`config.mk`:
```
export PLATFORM = sky130hd
export DESIGN_NAME = spi_prog_loader
export DESIGN_NICKNAME = d
export VERILOG_FILES = /design/src/rtl/spi_prog_loader_pkg.sv /design/src/rtl/spi_prog_loader_rx.sv /design/src/rtl/spi_prog_loader.sv
export SDC_FILE = /design/constraint.sdc
export NUM_CORES = 1
export LEC_CHECK = 0
export CORE_UTILIZATION = 56
export CTS_CLUSTER_DIAMETER = 40
export DETAILED_ROUTE_END_ITERATION = 10
export PLACE_DENSITY = 0.84
export SYNTH_ARGS = -nofsm -noshare
export SYNTH_HDL_FRONTEND = slang
export SYNTH_SLANG_ARGS = --single-unit
export TNS_END_PERCENT = 30
```
`constraint.sdc`:
```
create_clock -name clk_i -period 5.9 [get_ports clk_i]
set_clock_uncertainty 0.1 [all_clocks]
set_input_delay 0.59 -clock clk_i [delete_from_list [all_inputs] [get_ports clk_i]]
set_output_delay 0.59 -clock clk_i [all_outputs]
set_load 0.02 [all_outputs]
```
`src/rtl/spi_prog_loader_pkg.sv`:
```
// -----------------------------------------------------------------------------
// spi_prog_loader_pkg
// Shared constants and types for the SPI program loader.
//   WordWidth      : width of a reassembled SPI word / memory data word
//   DefaultEndWord : end-of-program marker used when no override is given
//   ByteEnAll      : byte-enable pattern for full-word writes
//   wr_state_e     : write-port FSM state encoding
// -----------------------------------------------------------------------------
package spi_prog_loader_pkg;

   localparam int unsigned WordWidth = 32;

   localparam logic [WordWidth-1:0] DefaultEndWord = 32'h0000_0FFF;

   localparam logic [3:0] ByteEnAll = 4'hF;

   typedef enum logic {
      IDLE = 1'b0,
      REQ  = 1'b1
   } wr_state_e;

endpackage : spi_prog_loader_pkg

```
`src/rtl/spi_prog_loader_rx.sv`:
```
// -----------------------------------------------------------------------------
// spi_rx_sync
// Receive front end of the SPI program loader: synchronises the three SPI
// lines into clk_i, detects rising SPI clock edges, shifts data MSB first and
// counts bits of the current word.
// Ports:
//   clk_i, rst_ni     : system clock, asynchronous active-low reset
//   spi_i             : serial data from the bridge
//   spi_clk_i         : SPI clock (at most clk_i/4)
//   spi_csb_i         : active-low frame select
//   word_valid        : one-cycle pulse, word_data holds a complete word
//   word_data         : assembled word (valid only with word_valid)
//   frame_err_pulse   : one-cycle pulse, frame ended with a partial word
// -----------------------------------------------------------------------------
module spi_rx_sync
   import spi_prog_loader_pkg::*;
#(
   parameter int unsigned SyncStages = 2
) (
   input  logic                 clk_i,
   input  logic                 rst_ni,
   input  logic                 spi_i,
   input  logic                 spi_clk_i,
   input  logic                 spi_csb_i,
   output logic                 word_valid,
   output logic [WordWidth-1:0] word_data,
   output logic                 frame_err_pulse
);

   localparam int unsigned CntWidth = $clog2(WordWidth);

   logic [SyncStages-1:0] data_sync;
   logic [SyncStages-1:0] sclk_sync;
   logic [SyncStages-1:0] csb_sync;

   logic data_s, sclk_s, csb_s;
   logic sclk_q, csb_q;
   logic sclk_rise, csb_rise, shift_en;

   logic [WordWidth-1:0] shift_q;
   logic [CntWidth-1:0]  bit_cnt_q;

   // ---- synchroniser stages ----
   // Chip select resets to its idle (deasserted) level so that releasing
   // reset never looks like a frame edge.
   always_ff @(posedge clk_i or negedge rst_ni) begin
      if (!rst_ni) begin
         data_sync <= '0;
         sclk_sync <= '0;
         csb_sync  <= '1;
      end else begin
         data_sync[0] <= spi_i;
         sclk_sync[0] <= spi_clk_i;
         csb_sync[0]  <= spi_csb_i;
         for (int i = 1; i < int'(SyncStages); i++) begin
            data_sync[i] <= data_sync[i-1];
            sclk_sync[i] <= sclk_sync[i-1];
            csb_sync[i]  <= csb_sync[i-1];
         end
      end
   end

   assign data_s = data_sync[SyncStages-1];
   assign sclk_s = sclk_sync[SyncStages-1];
   assign csb_s  = csb_sync[SyncStages-1];

   // ---- edge detect / shift stage ----
   assign sclk_rise = sclk_s & ~sclk_q;
   assign csb_rise  = csb_s & ~csb_q;
   assign shift_en  = sclk_rise & ~csb_s;

   // The word is reported in the same cycle its last bit is sampled, so the
   // consumer sees the concatenation rather than the registered shifter.
   assign word_data       = {shift_q[WordWidth-2:0], data_s};
   assign word_valid      = shift_en && (bit_cnt_q == CntWidth'(WordWidth - 1));
   assign frame_err_pulse = csb_rise && (bit_cnt_q != '0);

   always_ff @(posedge clk_i or negedge rst_ni) begin
      if (!rst_ni) begin
         sclk_q    <= 1'b0;
         csb_q     <= 1'b1;
         shift_q   <= '0;
         bit_cnt_q <= '0;
      end else begin
         sclk_q <= sclk_s;
         csb_q  <= csb_s;
         if (shift_en) begin
            shift_q   <= word_data;
            // Counter width is exactly log2(WordWidth): bit 31 wraps to 0.
            bit_cnt_q <= bit_cnt_q + CntWidth'(1);
         end else if (frame_err_pulse) begin
            bit_cnt_q <= '0;
         end
      end
   end

endmodule : spi_rx_sync

```
`src/rtl/spi_prog_loader.sv`:
```
// -----------------------------------------------------------------------------
// spi_prog_loader
// Boot loader that receives 32-bit words over SPI and writes them to
// instruction memory at consecutive word addresses until the end marker
// arrives.
// Ports:
//   clk_i, rst_ni        : system clock, asynchronous active-low reset
//   spi_i/spi_clk_i/
//   spi_csb_i            : SPI data, clock, active-low chip select
//   mem_req_o/mem_we_o   : write request / write enable
//   mem_addr_o           : byte address (AddrWidth bits, wraps)
//   mem_wdata_o/mem_be_o : write data / byte enables
//   mem_gnt_i            : grant; transfer completes when req & gnt
//   done_o               : sticky, end marker received
//   overrun_o            : sticky, a word was dropped (holding reg busy)
//   frame_err_o          : sticky, chip select rose mid-word
//   word_cnt_o           : saturating count of completed writes
// -----------------------------------------------------------------------------
module spi_prog_loader
   import spi_prog_loader_pkg::*;
#(
   parameter int unsigned          AddrWidth  = 14,
   parameter logic [AddrWidth-1:0] BaseAddr   = '0,
   parameter logic [WordWidth-1:0] EndWord    = DefaultEndWord,
   parameter int unsigned          SyncStages = 2
) (
   input  logic                 clk_i,
   input  logic                 rst_ni,
   input  logic                 spi_i,
   input  logic                 spi_clk_i,
   input  logic                 spi_csb_i,
   output logic                 mem_req_o,
   output logic                 mem_we_o,
   output logic [AddrWidth-1:0] mem_addr_o,
   output logic [WordWidth-1:0] mem_wdata_o,
   output logic [3:0]           mem_be_o,
   input  logic                 mem_gnt_i,
   output logic                 done_o,
   output logic                 overrun_o,
   output logic                 frame_err_o,
   output logic [15:0]          word_cnt_o
);

   logic                 word_valid;
   logic [WordWidth-1:0] word_data;
   logic                 frame_err_pulse;

   wr_state_e            state_q, state_d;
   logic [WordWidth-1:0] hold_q;
   logic [AddrWidth-1:0] addr_q;
   logic [15:0]          cnt_q;
   logic                 done_q, overrun_q, frame_err_q;

   logic grant, is_end, accept, slot_free, load, drop;

   spi_rx_sync #(
      .SyncStages (SyncStages)
   ) u_rx (
      .clk_i           (clk_i),
      .rst_ni          (rst_ni),
      .spi_i           (spi_i),
      .spi_clk_i       (spi_clk_i),
      .spi_csb_i       (spi_csb_i),
      .word_valid      (word_valid),
      .word_data       (word_data),
      .frame_err_pulse (frame_err_pulse)
   );

   // ---- word acceptance ----
   // The holding register is occupied exactly while the FSM is in REQ; a
   // grant in the same cycle frees it for an arriving word.
   assign grant     = (state_q == REQ) & mem_gnt_i;
   assign is_end    = word_valid & (word_data == EndWord);
   assign accept    = word_valid & ~done_q & ~is_end;
   assign slot_free = (state_q == IDLE) | grant;
   assign load      = accept & slot_free;
   assign drop      = accept & ~slot_free;

   // ---- write FSM ----
   always_comb begin
      state_d   = state_q;
      mem_req_o = 1'b0;
      mem_we_o  = 1'b0;
      mem_be_o  = '0;
      unique case (state_q)
         IDLE: begin
            if (load) state_d = REQ;
         end
         REQ: begin
            mem_req_o = 1'b1;
            mem_we_o  = 1'b1;
            mem_be_o  = ByteEnAll;
            // Back-to-back: a word loaded on the granting cycle keeps REQ.
            if (mem_gnt_i) state_d = load ? REQ : IDLE;
         end
         default: state_d = IDLE;
      endcase
   end

   always_ff @(posedge clk_i or negedge rst_ni) begin
      if (!rst_ni) begin
         state_q     <= IDLE;
         hold_q      <= '0;
         addr_q      <= BaseAddr;
         cnt_q       <= '0;
         done_q      <= 1'b0;
         overrun_q   <= 1'b0;
         frame_err_q <= 1'b0;
      end else begin
         state_q <= state_d;
         if (load) hold_q <= word_data;
         if (grant) begin
            addr_q <= addr_q + AddrWidth'(4);
            if (cnt_q != 16'hFFFF) cnt_q <= cnt_q + 16'd1;
         end
         if (is_end)          done_q      <= 1'b1;
         if (drop)            overrun_q   <= 1'b1;
         if (frame_err_pulse) frame_err_q <= 1'b1;
      end
   end

   assign mem_addr_o  = addr_q;
   assign mem_wdata_o = hold_q;
   assign word_cnt_o  = cnt_q;
   assign done_o      = done_q;
   assign overrun_o   = overrun_q;
   assign frame_err_o = frame_err_q;

endmodule : spi_prog_loader

```
==> impl_metrics.py, run 1 <==
metrics = {
    "sta": {
        "finalHoldViolCount": 0,
        "post-route-period-util": 0.511,
        "rsz0062_at_grt": "no",
        "slew_headroom": 0.187,
        "setup_viol": 0,
        "period_needed_ns": 3.02,
        "fmax_mhz": 332,
        "worst_slew_pin_slew_ns": 1.22,
        "drv_slew": 0,
        "tns_ns": 0,
    },
    "floorplanning": {
        "die_y_um": 90.9,
        "fp.dieArea_mm2": 0.00827,
        "die_w_um": 90.9,
        "core_area_mm2": 0.00769,
        "rows": 32,
        "start_util": 0.576,
        "num_io_pins": 77,
    },
    "clocking": {
        "h-tree-depth": 3,
        "ctsLongestPathBuffers": 2,
        "clk_latency_ns": 0.37,
        "post_cts.repair.setup_buffers": 0,
        "cts_root_buf": "clkbuf_8",
        "numClockSinks": 108,
        "cts_tree": "yes",
        "hold_buffers": 0,
        "ctsResizeCount": 0,
        "clk_pin_slew_ns": 0.10,
        "cts_buffers": 9,
    },
    "cells_and_area": {
        "drive_gt1_frac": 0.134,
        "layout_common_cells": "nand2_1 (114), dfrtp_1 (105), clkdlybuf4s50_1 (73)",
        "fillers": 575,
        "final_common_cell": "nand2_1",
        "fin_util": 0.703,
        "final_nets": 467,
        "stdcell_count": 563,
        "diodes": 0,
        "area_delta_synth_final_pct": 22.1,
    },
    "place": {
        "place_inst": 547,
        "dp_hpwl_um": 5680,
        "place_congestion": 0.803,
        "portBuffers": 74,
    },
    "logic_synthesis": {
        "synth.distinct_cells": 42,
        "synth-seq-area-share": 0.611,
        "synth_area_leader_cell": "dfrtp_1",
        "synthArstFlopShare": 1.00,
        "syn_inst": 385,
        "synthFlopType": "dfrtp_1",
        "synth_area_leaders": "dfrtp_1 (59%), nand2_1 (9.7%), mux2_2 (8.9%), xor2_1 (2.4%), xnor2_1 (2.0%)",
        "syn_area_mm2": 0.00443,
        "avgSynthCellArea_um2": 11.5,
        "synth-edff-count": 0,
        "yosysWarningCount": 0,
        "synth_seq_cells": 108,
        "synth_top_area_share": 0.593,
    },
    "setup_path": {
        "r2r_cells": 4,
        "worst-path-max-fanout": 32,
        "r2r-start": "u_rx.shift_q[11]",
        "startpoint_type": "register",
        "r2r-end": "mem_wdata_o[2]",
        "crit_type": "register to register",
        "cp.required_ns": 6.06,
        "endpoint_kind": "register",
        "ff2ff_setup_slack_ns": 2.88,
        "crit_arrival_ns": 3.17,
    },
    "route": {
        "drt_iter0_drc": 245,
        "postRouteAntennaNets": 0,
        "drtPass1Iterations": 6,
        "vias": 3116,
        "wirelength_um": 8320,
        "drc_errors": 0,
        "avgViaCountPerCell": 5.53,
        "wire_per_inst_um": 14.8,
    },
    "grt": {
        "first_global_vias": 2998,
        "gr-total-overflow": 0,
        "grt_max_degree": 59,
        "grt_pass1_wl_um": 14000,
        "track_usage": 0.215,
        "grt_antenna_before_repair": 0,
    },
    "min_path": {
        "min_path_type": "input pin to asynchronous set/reset pin",
    },
    "power": {
        "power.density_mw_per_mm2": 248,
        "peakVddDrop_uv": 166,
        "finalPower_w": 0.00134,
        "leakagePower_nw": 2.63,
    },
    "job": {
        "drv_cap": 0,
    },
    "run_status": {
        "outcome": "complete, no violations",
    },
}
==> cells in the mapped netlist, types with 3 or more instances <==
| library cell | instances |
|---|---|
| buf_4 | 7 |
| buf_6 | 3 |
| and3_1 | 5 |
| and4_1 | 3 |
| nor3_1 | 3 |
| mux2_2 | 35 |
| clkbuf_1 | 7 |
| nor2_1 | 8 |
| nor4_1 | 6 |
| dfrtp_1 | 105 |
| nand3_1 | 7 |
| xnor2_1 | 10 |
| nand4_1 | 11 |
| a21oi_1 | 3 |
| nor3b_1 | 3 |
| nand2_1 | 114 |
| dfstp_2 | 3 |
| inv_1 | 5 |
| xor2_1 | 12 |
| ha_1 | 5 |
==> registers in the layout, summed over array words and instances, names as in the netlist, 2 cells and up <==
signal,cells
mem_wdata_o,32
u_rx.sclk_sync,2
word_cnt_o,16
mem_addr_o,12
u_rx.shift_q,31
u_rx.csb_sync,2
u_rx.data_sync,2
u_rx.bit_cnt_q,5
==> final cells by class <==
| type | instances | area, um^2 | share of cell area |
|---|---|---|---|
| clock buffers | 10 | 138 | 0.0255 |
| clock inverters | 6 | 63.8 | 0.0118 |
| inverters | 5 | 18.8 | 0.00347 |
| multi-input cells | 256 | 1600 | 0.296 |
| flip-flops and latches | 108 | 2710 | 0.500 |
| well taps | 102 | 128 | 0.0236 |
| repair buffers | 76 | 753 | 0.139 |
==> per-stage QoR <==
step	setup WS (ns)	instance area, um^2	hold slack [ns]
floorplan	3.55	4430	0.194
global placement	2.98	5210	0.234
detailed placement	2.92	5210	0.245
CTS	2.90	5410	0.143
global route	2.80	5410	0.172
finish	2.88	5410	0.125
==> kinds of logic (layout without fill, tap and decap cells) <==
logic type / after synthesis / in the layout / synth area share
simple gates: 174 / 174 / 0.181
flops: 108 / 108 / 0.611
mux: 37 / 37 / 0.0938
xor+xnor: 22 / 22 / 0.0435
buf+inv: 22 / 97 / 0.0297
compound gates: 16 / 16 / 0.0257
fa+ha+maj: 5 / 5 / 0.0141
other cells: 1 / 2 / 0.000847
==> worst max path at each step <==
stage,start,to
after floorplan,u_rx.shift_q[12],mem_wdata_o[10]
after global placement,u_rx.shift_q[12],mem_wdata_o[20]
after detailed placement,u_rx.shift_q[12],mem_wdata_o[24]
after CTS,u_rx.shift_q[11],mem_wdata_o[2]
after global routing,u_rx.shift_q[11],mem_wdata_o[1]
final,u_rx.shift_q[11],mem_wdata_o[2]
==> power breakdown <==
part	total (W)	switching [W]	internal, W
Clock	0.000449	0.000242	0.000207
Combinational	0.0000921	0.0000548	0.0000373
Sequential	0.000802	0.0000323	0.000770
Total	0.00134	0.000329	0.00101
==> worst max-delay path, cell delays in order, from the launching register on <==
cell and delay, ns:
dfrtp_1 0.43, or4b_1 0.53, or4_4 0.57, o21ai_4 0.83, mux2_2 0.42
==> metal layers <==
metal	wire length, um	GRT usage
met1	3840	0.300
met2	3900	0.336
met3	421	0.0377
met4	148	0.0913
met5	0	0
No activity file was read; power rests on OpenSTA's default activity.
==> inputs of run 2 (changes only) <==
--- a/config.mk
+++ b/config.mk
@@ -5,10 +5,10 @@
 export SDC_FILE = /design/constraint.sdc
 export NUM_CORES = 1
 export LEC_CHECK = 0
-export CORE_UTILIZATION = 56
+export CORE_UTILIZATION = 47
 export CTS_CLUSTER_DIAMETER = 40
 export DETAILED_ROUTE_END_ITERATION = 10
-export PLACE_DENSITY = 0.84
+export PLACE_DENSITY = 0.75
 export SYNTH_ARGS = -nofsm -noshare
 export SYNTH_HDL_FRONTEND = slang
 export SYNTH_SLANG_ARGS = --single-unit
==> constraint.sdc (replaced) <==
create_clock -name clk_i -period 2.6 [get_ports clk_i]
set_clock_uncertainty 0.1 [all_clocks]
set_input_delay 0.26 -clock clk_i [delete_from_list [all_inputs] [get_ports clk_i]]
set_output_delay 0.26 -clock clk_i [all_outputs]
set_load 0.02 [all_outputs]
==> impl_metrics.py, run 2 (synthesized netlist as in run 1, its figures left out) <==
metrics = {
    "run_status": {
        "outcome": "complete, no violations",
    },
    "setup_path": {
        "startpoint_type": "register",
        "path_cells": "or4b_1 -> or4_4 -> o21ai_4 -> buf_12 -> mux2_2",
        "endpoint_kind": "register",
        "crit_type": "register to register",
        "crit_arrival_ns": 2.65,
        "slowest_stage": "or4_4",
        "slowest_delay_ns": 0.56,
        "cp.required_ns": 2.75,
        "cpLargestDelayFamily": "simple AND/OR/NAND/NOR gates",
        "worst-path-max-fanout": 19,
        "worst-path-buf-inv": 1,
    },
    "power": {
        "finalPower_w": 0.00304,
        "clockPowerShare": 0.330,
        "seqPwrFrac": 0.598,
        "p_sw_frac": 0.249,
        "leakagePower_nw": 2.66,
        "p_comb_frac": 0.072,
        "switching_power_w": 0.000756,
        "power.density_mw_per_mm2": 552,
        "peakVddDrop_uv": 314,
        "p_int_w": 0.00228,
    },
    "floorplanning": {
        "fp.dieArea_mm2": 0.00982,
        "core_area_mm2": 0.00920,
        "die_y_um": 99.1,
        "num_io_pins": 77,
        "die_w_um": 99.1,
        "rows": 35,
        "start_util": 0.482,
    },
    "route": {
        "drtPass1Iterations": 4,
        "postRouteAntennaNets": 0,
        "drc_errors": 0,
        "avgViaCountPerCell": 5.24,
        "wirelength_um": 8520,
        "vias": 3034,
        "drt_iter0_drc": 130,
        "wire_per_inst_um": 14.7,
    },
    "place": {
        "place_congestion": 0.751,
        "portBuffers": 74,
        "placed_area_mm2": 0.00530,
        "dp_hpwl_um": 5930,
    },
    "grt": {
        "grt_max_degree": 49,
        "track_usage": 0.187,
        "grt_antenna_before_repair": 0,
        "grt_pass1_wl_um": 14500,
        "first_global_vias": 3025,
        "gr-total-overflow": 0,
    },
    "cells_and_area": {
        "area_delta_synth_final_pct": 24.2,
        "diodes": 0,
        "final_common_cell": "nand2_1",
        "final_nets": 474,
        "largest_register_ffs": 32,
        "layout_common_cells": "nand2_1 (114), dfrtp_1 (105), clkdlybuf4s50_1 (73)",
        "drive_gt1_frac": 0.143,
        "final_cell_area_mm2": 0.00550,
    },
    "sta": {
        "rsz0062_at_grt": "no",
        "post-route-period-util": 0.959,
        "fmax_mhz": 401,
        "tns_ns": 0,
        "slew_headroom": 0.585,
        "finalHoldViolCount": 0,
        "setup_viol": 0,
        "drv_slew": 0,
        "period_needed_ns": 2.49,
        "whs_ns": 0.193,
        "worst_slew_pin_slew_ns": 0.622,
    },
    "clocking": {
        "ctsLongestPathBuffers": 2,
        "cts_buffers": 9,
        "cts_root_buf": "clkbuf_8",
        "h-tree-depth": 3,
        "numClockSinks": 108,
        "clk_latency_ns": 0.37,
        "post_cts.repair.setup_buffers": 0,
        "clk_pin_slew_ns": 0.10,
        "cts_tree": "yes",
    },
    "min_path": {
        "min_path_type": "input pin to register",
    },
    "job": {
        "drv_cap": 0,
    },
}
run 2: cell count changes in the layout (fill, tap and decap cells not counted), sizes merged:
cell	delta
clkinvlp	+2
dlygate4sd3	+1
buf	+6
clkinv	-2
run 2: what timing repair did:
action                                  CTS  global route
endpoints found under the setup margin    0             0
endpoints found under the hold margin    43             0
hold buffers                              1             0
gates resized for setup                   0             0
run 2: power groups by stage:
stage	Sequential [W]	Clock, W	Combinational (W)
after detailed placement	0.00185	0	0.000224
after global placement	0.00185	0	0.000208
after CTS	0.00182	0.00103	0.000224
after floorplan	0.00184	0	0.000111
final	0.00182	0.00100	0.000218
after global routing	0.00183	0.00111	0.000252
run 2: final timing paths:
| kind | from | endpoint | slack (ns) | cells after the start |
|---|---|---|---|---|
| max | u_rx.shift_q[12] | mem_wdata_o[2] | 0.11 | 5 |
| min | spi_csb_i | u_rx.csb_sync[0] | 0.19 | 1 |
| max reg2reg | u_rx.shift_q[12] | mem_wdata_o[2] | 0.11 | 5 |
| min reg2reg | u_rx.sclk_sync[0] | u_rx.sclk_sync[1] | 0.26 | 0 |
| max in group asynchronous | rst_ni | state_q | 1.40 | 3 |
| min in group asynchronous | rst_ni | word_cnt_o[5] | 0.34 | 2 |
run 2: area by class of cell:
cell class	instances	area [um^2]
repair buffers	83	846
multi-input cells	256	1600
well taps	111	139
clock inverters	6	65.1
fillers	789	3690
inverters	5	18.8
clock buffers	10	128
flip-flops and latches	108	2710
run 2: metrics by stage:
step,util,setup slack (ns),std cells
final,0.598,0.108,579
after global routing,0.598,0.0631,579
after CTS,0.598,0.103,579
after detailed placement,0.576,0.142,562
after global placement,0.576,0.179,562
after floorplan,-,0.253,386
run 2: routing by layer:
| metal | wire (um) | vias up | global-route usage |
|---|---|---|---|
| met1 | 4160 | 1498 | 0.264 |
| met3 | 394 | 10 | 0.0496 |
| met2 | 3860 | 89 | 0.285 |
| met4 | 104 | 0 | 0.0566 |
| li1 | - | 1437 | - |
| met5 | 0 | - | 0 |
